[config.mk]
export PLATFORM = sky130hd
export DESIGN_NAME = pattern_scheduler
export DESIGN_NICKNAME = d
export VERILOG_FILES = /design/src/rtl/pattern_scheduler.sv
export SDC_FILE = /design/constraint.sdc
export NUM_CORES = 1
export LEC_CHECK = 0
export CAP_MARGIN = 20
export CORE_MARGIN = 2
export CORE_UTILIZATION = 30
export DETAILED_ROUTE_END_ITERATION = 8
export GPL_TIMING_DRIVEN = 0
export PLACE_DENSITY = 0.54
export RECOVER_POWER = 100
export SETUP_SLACK_MARGIN = 0.2
export SYNTH_ARGS = -nofsm -noshare
export SYNTH_HDL_FRONTEND = slang
export SYNTH_SLANG_ARGS = --single-unit
[constraint.sdc]
create_clock -name CLOCK50M -period 6 [get_ports CLOCK50M]
set_clock_uncertainty 0.05 [all_clocks]
set_input_delay 0.9 -clock CLOCK50M [delete_from_list [all_inputs] [get_ports CLOCK50M]]
set_output_delay 0.9 -clock CLOCK50M [all_outputs]
set_load 0.005 [all_outputs]
[src/rtl/pattern_scheduler.sv]
// Timestamped pattern FIFO: presents each entry's pattern while the game
// counter matches its timestamp, then retires it; stale entries are counted.
module pattern_scheduler #(
    parameter int         DEPTH = 16,
    parameter logic [1:0] ADDR  = 2'd0
) (
    input  logic                     CLOCK50M,
    input  logic                     reset,
    input  logic                     write,
    input  logic [1:0]               address,
    input  logic [17:0]              pattern_with_timestamp,
    input  logic [9:0]               counter10h,
    output logic [7:0]               pattern,
    output logic                     empty,
    output logic                     full,
    output logic [$clog2(DEPTH):0]   count,
    output logic [7:0]               missed,
    output logic [7:0]               overflow
);

    localparam int AW = $clog2(DEPTH);
    localparam logic [AW:0] FULL_CNT = (AW+1)'(DEPTH);

    logic [17:0]   mem [DEPTH];
    logic [AW-1:0] wptr;
    logic [AW-1:0] rptr;
    logic          shown;

    logic [17:0] head;
    logic [9:0]  head_ts;
    logic [7:0]  head_pat;
    logic        push_req;
    logic        push;
    logic        reject;
    logic        hit;
    logic        pop;

    assign empty    = (count == '0);
    assign full     = (count == FULL_CNT);
    assign head     = mem[rptr];
    assign head_ts  = head[17:8];
    assign head_pat = head[7:0];
    assign push_req = write && (address == ADDR);
    assign push     = push_req && !full;
    assign reject   = push_req && full;
    assign hit      = !empty && (head_ts == counter10h);
    assign pop      = !empty && (head_ts < counter10h);

    // Storage is not reset; occupancy alone defines which slots are live.
    always_ff @(posedge CLOCK50M) begin
        if (push)
            mem[wptr] <= pattern_with_timestamp;
    end

    always_ff @(posedge CLOCK50M) begin
        if (reset) begin
            wptr     <= '0;
            rptr     <= '0;
            count    <= '0;
            shown    <= 1'b0;
            pattern  <= 8'h00;
            missed   <= 8'h00;
            overflow <= 8'h00;
        end else begin
            if (push)
                wptr <= wptr + 1'b1;
            if (pop) begin
                rptr  <= rptr + 1'b1;
                shown <= 1'b0;
            end else if (hit) begin
                shown <= 1'b1;
            end
            pattern <= hit ? head_pat : 8'h00;
            if (pop && !shown && missed != 8'hFF)
                missed <= missed + 1'b1;
            if (reject && overflow != 8'hFF)
                overflow <= overflow + 1'b1;
            case ({push, pop})
                2'b10:   count <= count + 1'b1;
                2'b01:   count <= count - 1'b1;
                default: count <= count;
            endcase
        end
    end

endmodule
After elaboration in Yosys (flattened, before gate mapping)
Memories as Yosys holds them, arrays and structs flattened. A register that Yosys moved wholly into a read port is not among the register bits.
Cells that the tools add are included.
{"block": "totals", "ff_bits": 38, "mem_bits_rw": 288, "output_inout_bits": 31, "elab_cells": 43, "n_memories": 1}
{"memory": "mem", "words": 16, "width": 18, "read_ports": 1, "rd_ports_with_merged_regs": 1, "write_ports": 1, "line_no": "24", "source": "logic [17:0] mem [DEPTH];"}
{"block": "classes", "n_addsub": 6, "n_lt_le_gt_ge": 1, "n_eq_ne": 6, "mux": 5, "bitwise_logic": 1, "n_reduce_logical": 16}
{"cell": "8-bit by 1-bit adder with 8-bit output, second input constant", "n": 2}
{"cell": "8-bit != test, second input constant", "n": 2}
{"cell": "10-bit == test", "n": 1}
{"cell": "10-bit < comparator", "n": 1}
{"cell": "5-bit case mux with 2 select lines", "n": 1}
{"cell": "4-bit by 1-bit adder with 4-bit output, second input constant", "n": 2}
{"cell": "1-bit logical AND", "n": 8}
{"cell": "4-bit 2-to-1 mux", "n": 2}
{"cell": "5-bit by 1-bit adder with 5-bit output, second input constant", "n": 1}
{"cell": "5-bit == test, second input constant", "n": 1}
{"cell": "5-bit zero test", "n": 1}
{"cell": "5-bit by 1-bit subtractor with 5-bit output, second input constant", "n": 1}
{"cell": "2-bit OR reduction", "n": 2}
{"cell": "1-bit zero test", "n": 3}
{"cell": "2-bit by 1-bit == test with 1-bit output, second input constant", "n": 1}
{"cell": "2-bit == test, second input constant", "n": 1}
{"cell": "2-bit zero test", "n": 1}
{"cell": "1-bit 2-to-1 mux", "n": 2}
{"cell": "2-bit nonzero test", "n": 1}
{"cell": "1-bit inverter", "n": 1}

Depth between registers and ports, before layout
Gate-level depths: netlist of run 1.
{"block": "logic_depth", "depth_word": 5, "mapped_depth": 20, "ltp_nobuf": 15}

Least setup slack after synthesis of run 1
Ideal clock, no wire load.
{"block": "synth_timing", "path_type": "flip-flop to flip-flop", "from": "register with a tool-made name", "to": "register count[4]", "t_arrival_ns": 4.610, "slack_ns": 1.210, "stages_incl_launch_ff": 20, "n_path_buf": 5, "synth_period_minus_slack_ns": 4.790, "cell_sequence": "dfxtp_1 > buf_2 > buf_2 > mux4_2 > mux4_2 > ha_1 > a21o_1 > a21o_1 > a2111o_1 > buf_2 > buf_4 > nor2_1 > ha_1 > buf_1 > xor2_1 > ha_1 > inv_1 > o2111ai_1 > a32oi_1 > nand4b_1"}
{"element": "to (signal assigned)", "line_no": "79", "source": "2'b10: count <= count + 1'b1;"}
{"element": "to (signal assigned)", "line_no": "80", "source": "2'b01: count <= count - 1'b1;"}
{"element": "to (signal assigned)", "line_no": "81", "source": "default: count <= count;"}
{"element": "to (decl)", "line_no": "16", "source": "output logic [$clog2(DEPTH):0] count,"}

==> flow_metrics.tcl, run 1 <==
set metrics [dict create \
    run_status "finished with violations" \
    failed_checks "max-capacitance violations, max-slew violations" \
    place_ws_ns -0.164 \
    finish.net_count 886 \
    area_delta_synth_final_pct 19.5 \
    synthCells 715 \
    finalSetupViolations 0 \
    grt_overflow 0 \
    worstMarginPinSlew_ns 2.44 \
    achievable-frequency_ghz 0.182 \
    syn_area_per_cell_um2 18.5 \
    die-area_um2 45800 \
    synth_edf_count 288 \
    path_max_fanout 10 \
    layout.core_utilization 0.365 \
    track_usage 0.135 \
    worst_ep_required_time_ns 6.37 \
    max_cap_violations 5 \
    dpl_cell_area_um2 15000 \
    yosys-top-cells-area "sky130_fd_sc_hd__edfxtp_1 (65%), sky130_fd_sc_hd__mux4_2 (14%), sky130_fd_sc_hd__dfxtp_1 (6.4%)" \
    ir_drop_uv 169 \
    drt-initial-drc-count 658 \
    whs_path_depth 2 \
    gp_congestion 0.768 \
    cts.path.max_buffers 3 \
    io-pin-count 64 \
    antenna_cell_count 0 \
    worst_r2r_endpoint "count[4]$_SDFFE_PP0P_" \
    number_of_placed_cells_counting_well_taps 1380 \
    dominant_combinational_cell_family_by_area_after_synthesis "multiplexers" \
    detailroute.via_count 6930 \
    totalWireLength_um 30800 \
    complex_gate_fraction_of_the_synthesized_area 0.0358 \
    drc 0 \
    synth_commonest_cells "sky130_fd_sc_hd__edfxtp_1 (288), sky130_fd_sc_hd__mux4_2 (82), sky130_fd_sc_hd__dfxtp_1 (42)" \
    tritoncts_num_sinks 330 \
    sequential_to_total_area_share_from_yosys_stat 0.718 \
    clk_pin_slew_ns 0.07 \
    xor_xnor_share_of_the_synthesized_area 0.00795 \
    flip_flop_and_latch_count_after_synthesis 330 \
    grt_antenna_before_repair 1 \
    total_leakage_power_nw 5.04 \
    fillers 4044 \
    synthesis.area_um2 13200 \
    netlist.top_cell.by_area "sky130_fd_sc_hd__edfxtp_1" \
    drt_first_pass_iters 4 \
    ys.warnings.count 0 \
    ctsHtreeMaxLevel 2 \
    first_global_vias 7093 \
    finish.instance_area_um2 15800 \
    die_h_um 214 \
    detail_route.wl_per_cell_um 21.3 \
    ant_nets 0 \
    grt_max_degree 19 \
    final-hold-violation-count 0 \
    grt_setup_unrepaired "no" \
    synthesis.nets 767 \
    cts_tree "yes" \
    critPathKind "flip-flop to flip-flop" \
    ff2ff_setup_slack_ns 0.52 \
    synth-adder-area-share 0.0180 \
    cts_inserted_buffers 37 \
    worst_skew_pair.late_latency_ns 0.54 \
    setup-tns-final_ns 0 \
    floorplan.initialDensity 0.306 \
    yosys.cell_count.top_type "sky130_fd_sc_hd__edfxtp_1" \
    simple_gate_share_of_the_synthesized_area 0.0494 \
    finalCritPeriodShare 0.913 \
    worstSetupEndpointType "flip-flop" \
    yosysUniqueCellTypes 48 \
    post_route_cells_drive_above_1_share 0.191 \
    grt_first_pass_wirelength_um 46200 \
    timing.final.ws_setup_ns 0.520 \
    fp.dieW_um 214 \
    min_period_ns 5.48 \
    slew_violations 72 \
    reg2regPathDepth 19 \
    hold_class "flip-flop to flip-flop" \
    holdCritStartpoint "rptr[3]$_SDFFE_PP0P_" \
    startpoint_type_of_the_worst_setup_path "flip-flop" \
    max-slew-margin-rel -0.630 \
    core_um2 43300 \
    power_density_nw_per_um2 362 \
    async_reset_ff_frac 0 \
    netlist.area_leader.share 0.654 \
    timing.critical_path.arrival_ns 5.85 \
    io_buf_count 63 \
    drt-vias-per-instance 4.79 \
    hpwl_um 19800 \
    clock_tree.root_cell "sky130_fd_sc_hd__clkbuf_16" \
    cts_setup_buffers 0 \
    rows 76 \
    synth_flop_cell "sky130_fd_sc_hd__edfxtp_1" \
    final_cell_count_no_fill 1448 \
    synth.mux.area_fraction 0.152 \
]
critical path, cell delays in order, from the launching register on:
cell	delay, ns
sky130_fd_sc_hd__dfxtp_1	0.35
sky130_fd_sc_hd__buf_2	0.24
sky130_fd_sc_hd__clkbuf_4	0.35
sky130_fd_sc_hd__mux4_2	0.57
sky130_fd_sc_hd__mux4_2	0.56
sky130_fd_sc_hd__ha_1	0.35
sky130_fd_sc_hd__nand4_1	0.26
sky130_fd_sc_hd__a211oi_2	0.08
sky130_fd_sc_hd__a2111o_1	0.39
sky130_fd_sc_hd__buf_2	0.20
sky130_fd_sc_hd__buf_4	0.19
sky130_fd_sc_hd__nor2_1	0.16
sky130_fd_sc_hd__ha_1	0.26
sky130_fd_sc_hd__clkbuf_2	0.25
sky130_fd_sc_hd__xor2_1	0.17
sky130_fd_sc_hd__ha_1	0.29
sky130_fd_sc_hd__inv_1	0.09
sky130_fd_sc_hd__o2111ai_1	0.22
sky130_fd_sc_hd__a32oi_1	0.07
sky130_fd_sc_hd__nand4b_1	0.25
per-stage QoR:
step	hold slack [ns]	power, mW
2_1_floorplan	0.413	3.33
3_3_place_gp	0.428	3.66
3_5_place_dp	0.437	3.67
4_1_cts	0.452	5.80
5_1_grt	0.491	5.97
6_report	0.446	5.72
report_power, final:
part	switching, mW	internal, mW	total [mW]
registers	0.0227	2.53	2.55
clock network	0.910	1.21	2.12
logic	0.561	0.486	1.05
cell usage in the layout, fill, tap and decap left out, types with 14 or more instances in the layout:
cell type and n:
sky130_fd_sc_hd__nor2_1 38, sky130_fd_sc_hd__nor2b_1 15, sky130_fd_sc_hd__dfxtp_1 42, sky130_fd_sc_hd__dlygate4sd3_1 49
sky130_fd_sc_hd__ha_1 19, sky130_fd_sc_hd__nand2_1 18, sky130_fd_sc_hd__clkbuf_16 37, sky130_fd_sc_hd__inv_1 22
sky130_fd_sc_hd__clkdlybuf4s50_1 14, sky130_fd_sc_hd__mux4_2 82, sky130_fd_sc_hd__a21oi_1 17, sky130_fd_sc_hd__clkbuf_1 42
sky130_fd_sc_hd__edfxtp_1 288, sky130_fd_sc_hd__a211oi_1 17
worst max-delay path by stage:
| stage | start | endpoint | slack, ns | cells past startpoint |
|---|---|---|---|---|
| floorplan | flip-flop | count[4]$_SDFFE_PP0P_ | 1.21 | 19 |
| global placement | write | mem[2][12]$_DFFE_PP_ | -0.19 | 6 |
| detailed placement | flip-flop | count[4]$_SDFFE_PP0P_ | -0.16 | 17 |
| CTS | flip-flop | count[4]$_SDFFE_PP0P_ | 0.25 | 19 |
| global route | flip-flop | count[4]$_SDFFE_PP0P_ | 0.17 | 19 |
| finish | flip-flop | count[4]$_SDFFE_PP0P_ | 0.52 | 19 |
registers in the layout (all words and copies together) (netlist names), named ones only:
register,count
wptr,4
mem,288
missed,8
rptr,4
overflow,8
pattern,8
count,5
shown,1
what timing repair did:
item,CTS,global route
hold buffers,0,0
setup endpoints to repair,4,3
gates resized for setup,7,12
gates cloned,0,0
cell families (layout without fill, tap and decap cells):
group,count (synthesis),after routing
AO/OA/AOI/OAI,67,67
multiplexers,98,98
buffers and inverters,61,209
XOR/XNOR,12,12
flip-flops,330,330
AND/OR/NAND/NOR,128,128
adder cells (fa/ha/maj),19,19
routing by layer:
metal,global-route usage,wire length [µm],vias up
li1,-,-,3141
met1,0.186,14200,3569
met2,0.214,14400,171
met3,0.0293,1540,49
met4,0.0378,682,0
met5,0,0,-
final cells by class:
| class | count | area, µm² | area share |
|---|---|---|---|
| plain buffers | 39 | 190 | 0.0120 |
| flip-flops and latches | 330 | 9490 | 0.600 |
| inverters | 22 | 82.6 | 0.00522 |
| clock buffers | 49 | 991 | 0.0627 |
| multi-input cells | 324 | 3480 | 0.220 |
| clock inverters | 19 | 141 | 0.00895 |
| well taps | 585 | 732 | 0.0463 |
| repair buffers | 80 | 694 | 0.0439 |
No activity file was read; power rests on OpenSTA's default activity.
==> run 2, diff against run 1 <==
- MAX_ROUTING_LAYER: default -> met4
==> flow_metrics.tcl, run 2 (synthesis results as in run 1) <==
set metrics [dict create \
    cts_setup_buffers 0 \
    area_delta_synth_final_pct 19.4 \
    hold_class "flip-flop to flip-flop" \
    finalCritPeriodShare 0.911 \
    worst_ep_required_time_ns 6.37 \
    core_um2 43300 \
    layout.cells.most_common "sky130_fd_sc_hd__edfxtp_1" \
    slew_violations 72 \
    critPathMaxStageDelay_ns 0.57 \
    grt_overflow 0 \
    cts_tree "yes" \
    number_of_placed_cells_counting_well_taps 1380 \
    die_h_um 214 \
    failed_checks "max-capacitance violations, max-slew violations" \
    final_cell_count_no_fill 1448 \
    drc 0 \
    post_route_cells_drive_above_1_share 0.190 \
    clk_pin_slew_ns 0.07 \
    postCtsResizedCells 7 \
    grt_first_pass_wirelength_um 46200 \
    finish.net_count 886 \
    detail_route.wl_per_cell_um 21.3 \
    run_status "finished with violations" \
    registers.top_by_ff_count "mem" \
    gp_congestion 0.779 \
    fp.dieW_um 214 \
    grt_max_degree 19 \
    io_buf_count 63 \
    finalSetupViolations 0 \
    layout.area.seq_um2 9490 \
    io-pin-count 64 \
    floorplan.initialDensity 0.306 \
    die-area_um2 45800 \
    min_period_ns 5.46 \
    total_leakage_power_nw 5.04 \
    final-hold-violation-count 0 \
    worst_skew_pair.late_latency_ns 0.55 \
    grt_setup_unrepaired "no" \
    antenna_cell_count 0 \
    finish.instance_area_um2 15800 \
    ctsHtreeMaxLevel 2 \
    hpwl_um 19800 \
    fillers 4045 \
    dpl_cell_area_um2 15000 \
    cts.path.max_buffers 3 \
    achievable-frequency_ghz 0.183 \
    grt_antenna_before_repair 1 \
    path_cells "buf_2 > clkbuf_4 > mux4_2 > mux4_2 > ha_1 > a21o_1 > a21o_1 > a2111o_1 > buf_2 > buf_4 > nor2_1 > ha_1 > clkbuf_2 > xor2_1 > ha_1 > inv_1 > o2111ai_1 > a32oi_1 > nand4b_1" \
    worstMarginPinSlew_ns 2.43 \
    cts-hold-fix-buffers 0 \
    startpoint_type_of_the_worst_setup_path "flip-flop" \
    track_usage 0.139 \
    max_cap_violations 5 \
    detailroute.via_count 6932 \
    drt-initial-drc-count 710 \
    critPathKind "flip-flop to flip-flop" \
    mostFrequentLayoutCells "sky130_fd_sc_hd__edfxtp_1 (288), sky130_fd_sc_hd__mux4_2 (82), sky130_fd_sc_hd__dlygate4sd3_1 (49), sky130_fd_sc_hd__clkbuf_1 (42), sky130_fd_sc_hd__dfxtp_1 (42)" \
    setup-tns-final_ns 0 \
    ant_nets 0 \
    multi_input_logic_area_um2 3470 \
    path_max_fanout 10 \
    clock_tree.root_cell "sky130_fd_sc_hd__clkbuf_16" \
    totalWireLength_um 30800 \
    ir_drop_uv 168 \
    max-slew-margin-rel -0.628 \
    largest_register_ffs 288 \
    rows 76 \
    drt_first_pass_iters 5 \
    first_global_vias 7099 \
    drt-vias-per-instance 4.79 \
    worstSetupEndpointType "flip-flop" \
    slowest_stage_cell_cp "sky130_fd_sc_hd__mux4_2" \
    cp_common_cell "sky130_fd_sc_hd__ha_1" \
    timing.critical_path.arrival_ns 5.83 \
    cts_inserted_buffers 37 \
    tritoncts_num_sinks 330 \
    power_density_nw_per_um2 362 \
]
-- run 2: worst paths after layout --
path                        start                     to  slack, ns  cells past startpoint
min          rptr[3]$_SDFFE_PP0P_              flip-flop       0.45                      2
min reg2reg  rptr[3]$_SDFFE_PP0P_              flip-flop       0.45                      2
max reg2reg             flip-flop  count[4]$_SDFFE_PP0P_       0.54                     19
max                     flip-flop  count[4]$_SDFFE_PP0P_       0.54                     19
-- run 2: worst max-delay path, delay by kind of cell, from the launching register on --
| family | cells | cell delay (ns) |
|---|---|---|
| xor+xnor | 1 | 0.17 |
| fa+ha+maj | 3 | 0.85 |
| mux | 2 | 1.11 |
| flops | 1 | 0.35 |
| compound gates | 5 | 1.06 |
| buf+inv | 6 | 1.31 |
| simple gates | 2 | 0.42 |
-- run 2: layout make-up --
class | count | share of cell area
tap | 585 | 0.0463
sequential | 330 | 0.601
clock inverter | 19 | 0.00895
inverter | 22 | 0.00523
clock buffer | 49 | 0.0627
buffer | 39 | 0.0120
multi-input combinational | 324 | 0.220
timing repair buffer | 80 | 0.0440
-- run 2: routing by layer --
metal	global-route usage	share of wire
met1	0.186	0.46
met4	0.0378	0.021
met5	-	0
met2	0.214	0.47
met3	0.0288	0.049
-- run 2: power breakdown --
group | internal, mW | switching, mW | total, mW
logic | 0.486 | 0.558 | 1.04
registers | 2.53 | 0.0231 | 2.55
clock network | 1.21 | 0.914 | 2.13
-- run 2: stage by stage --
step	worst slack (ns)	utilization	total power [mW]	hold WS (ns)
2_1_floorplan	1.21	-	3.33	0.413
3_3_place_gp	-0.186	0.337	3.66	0.428
3_5_place_dp	-0.164	0.346	3.67	0.437
4_1_cts	0.252	0.372	5.80	0.452
5_1_grt	0.167	0.365	5.97	0.491
6_report	0.537	0.365	5.72	0.447
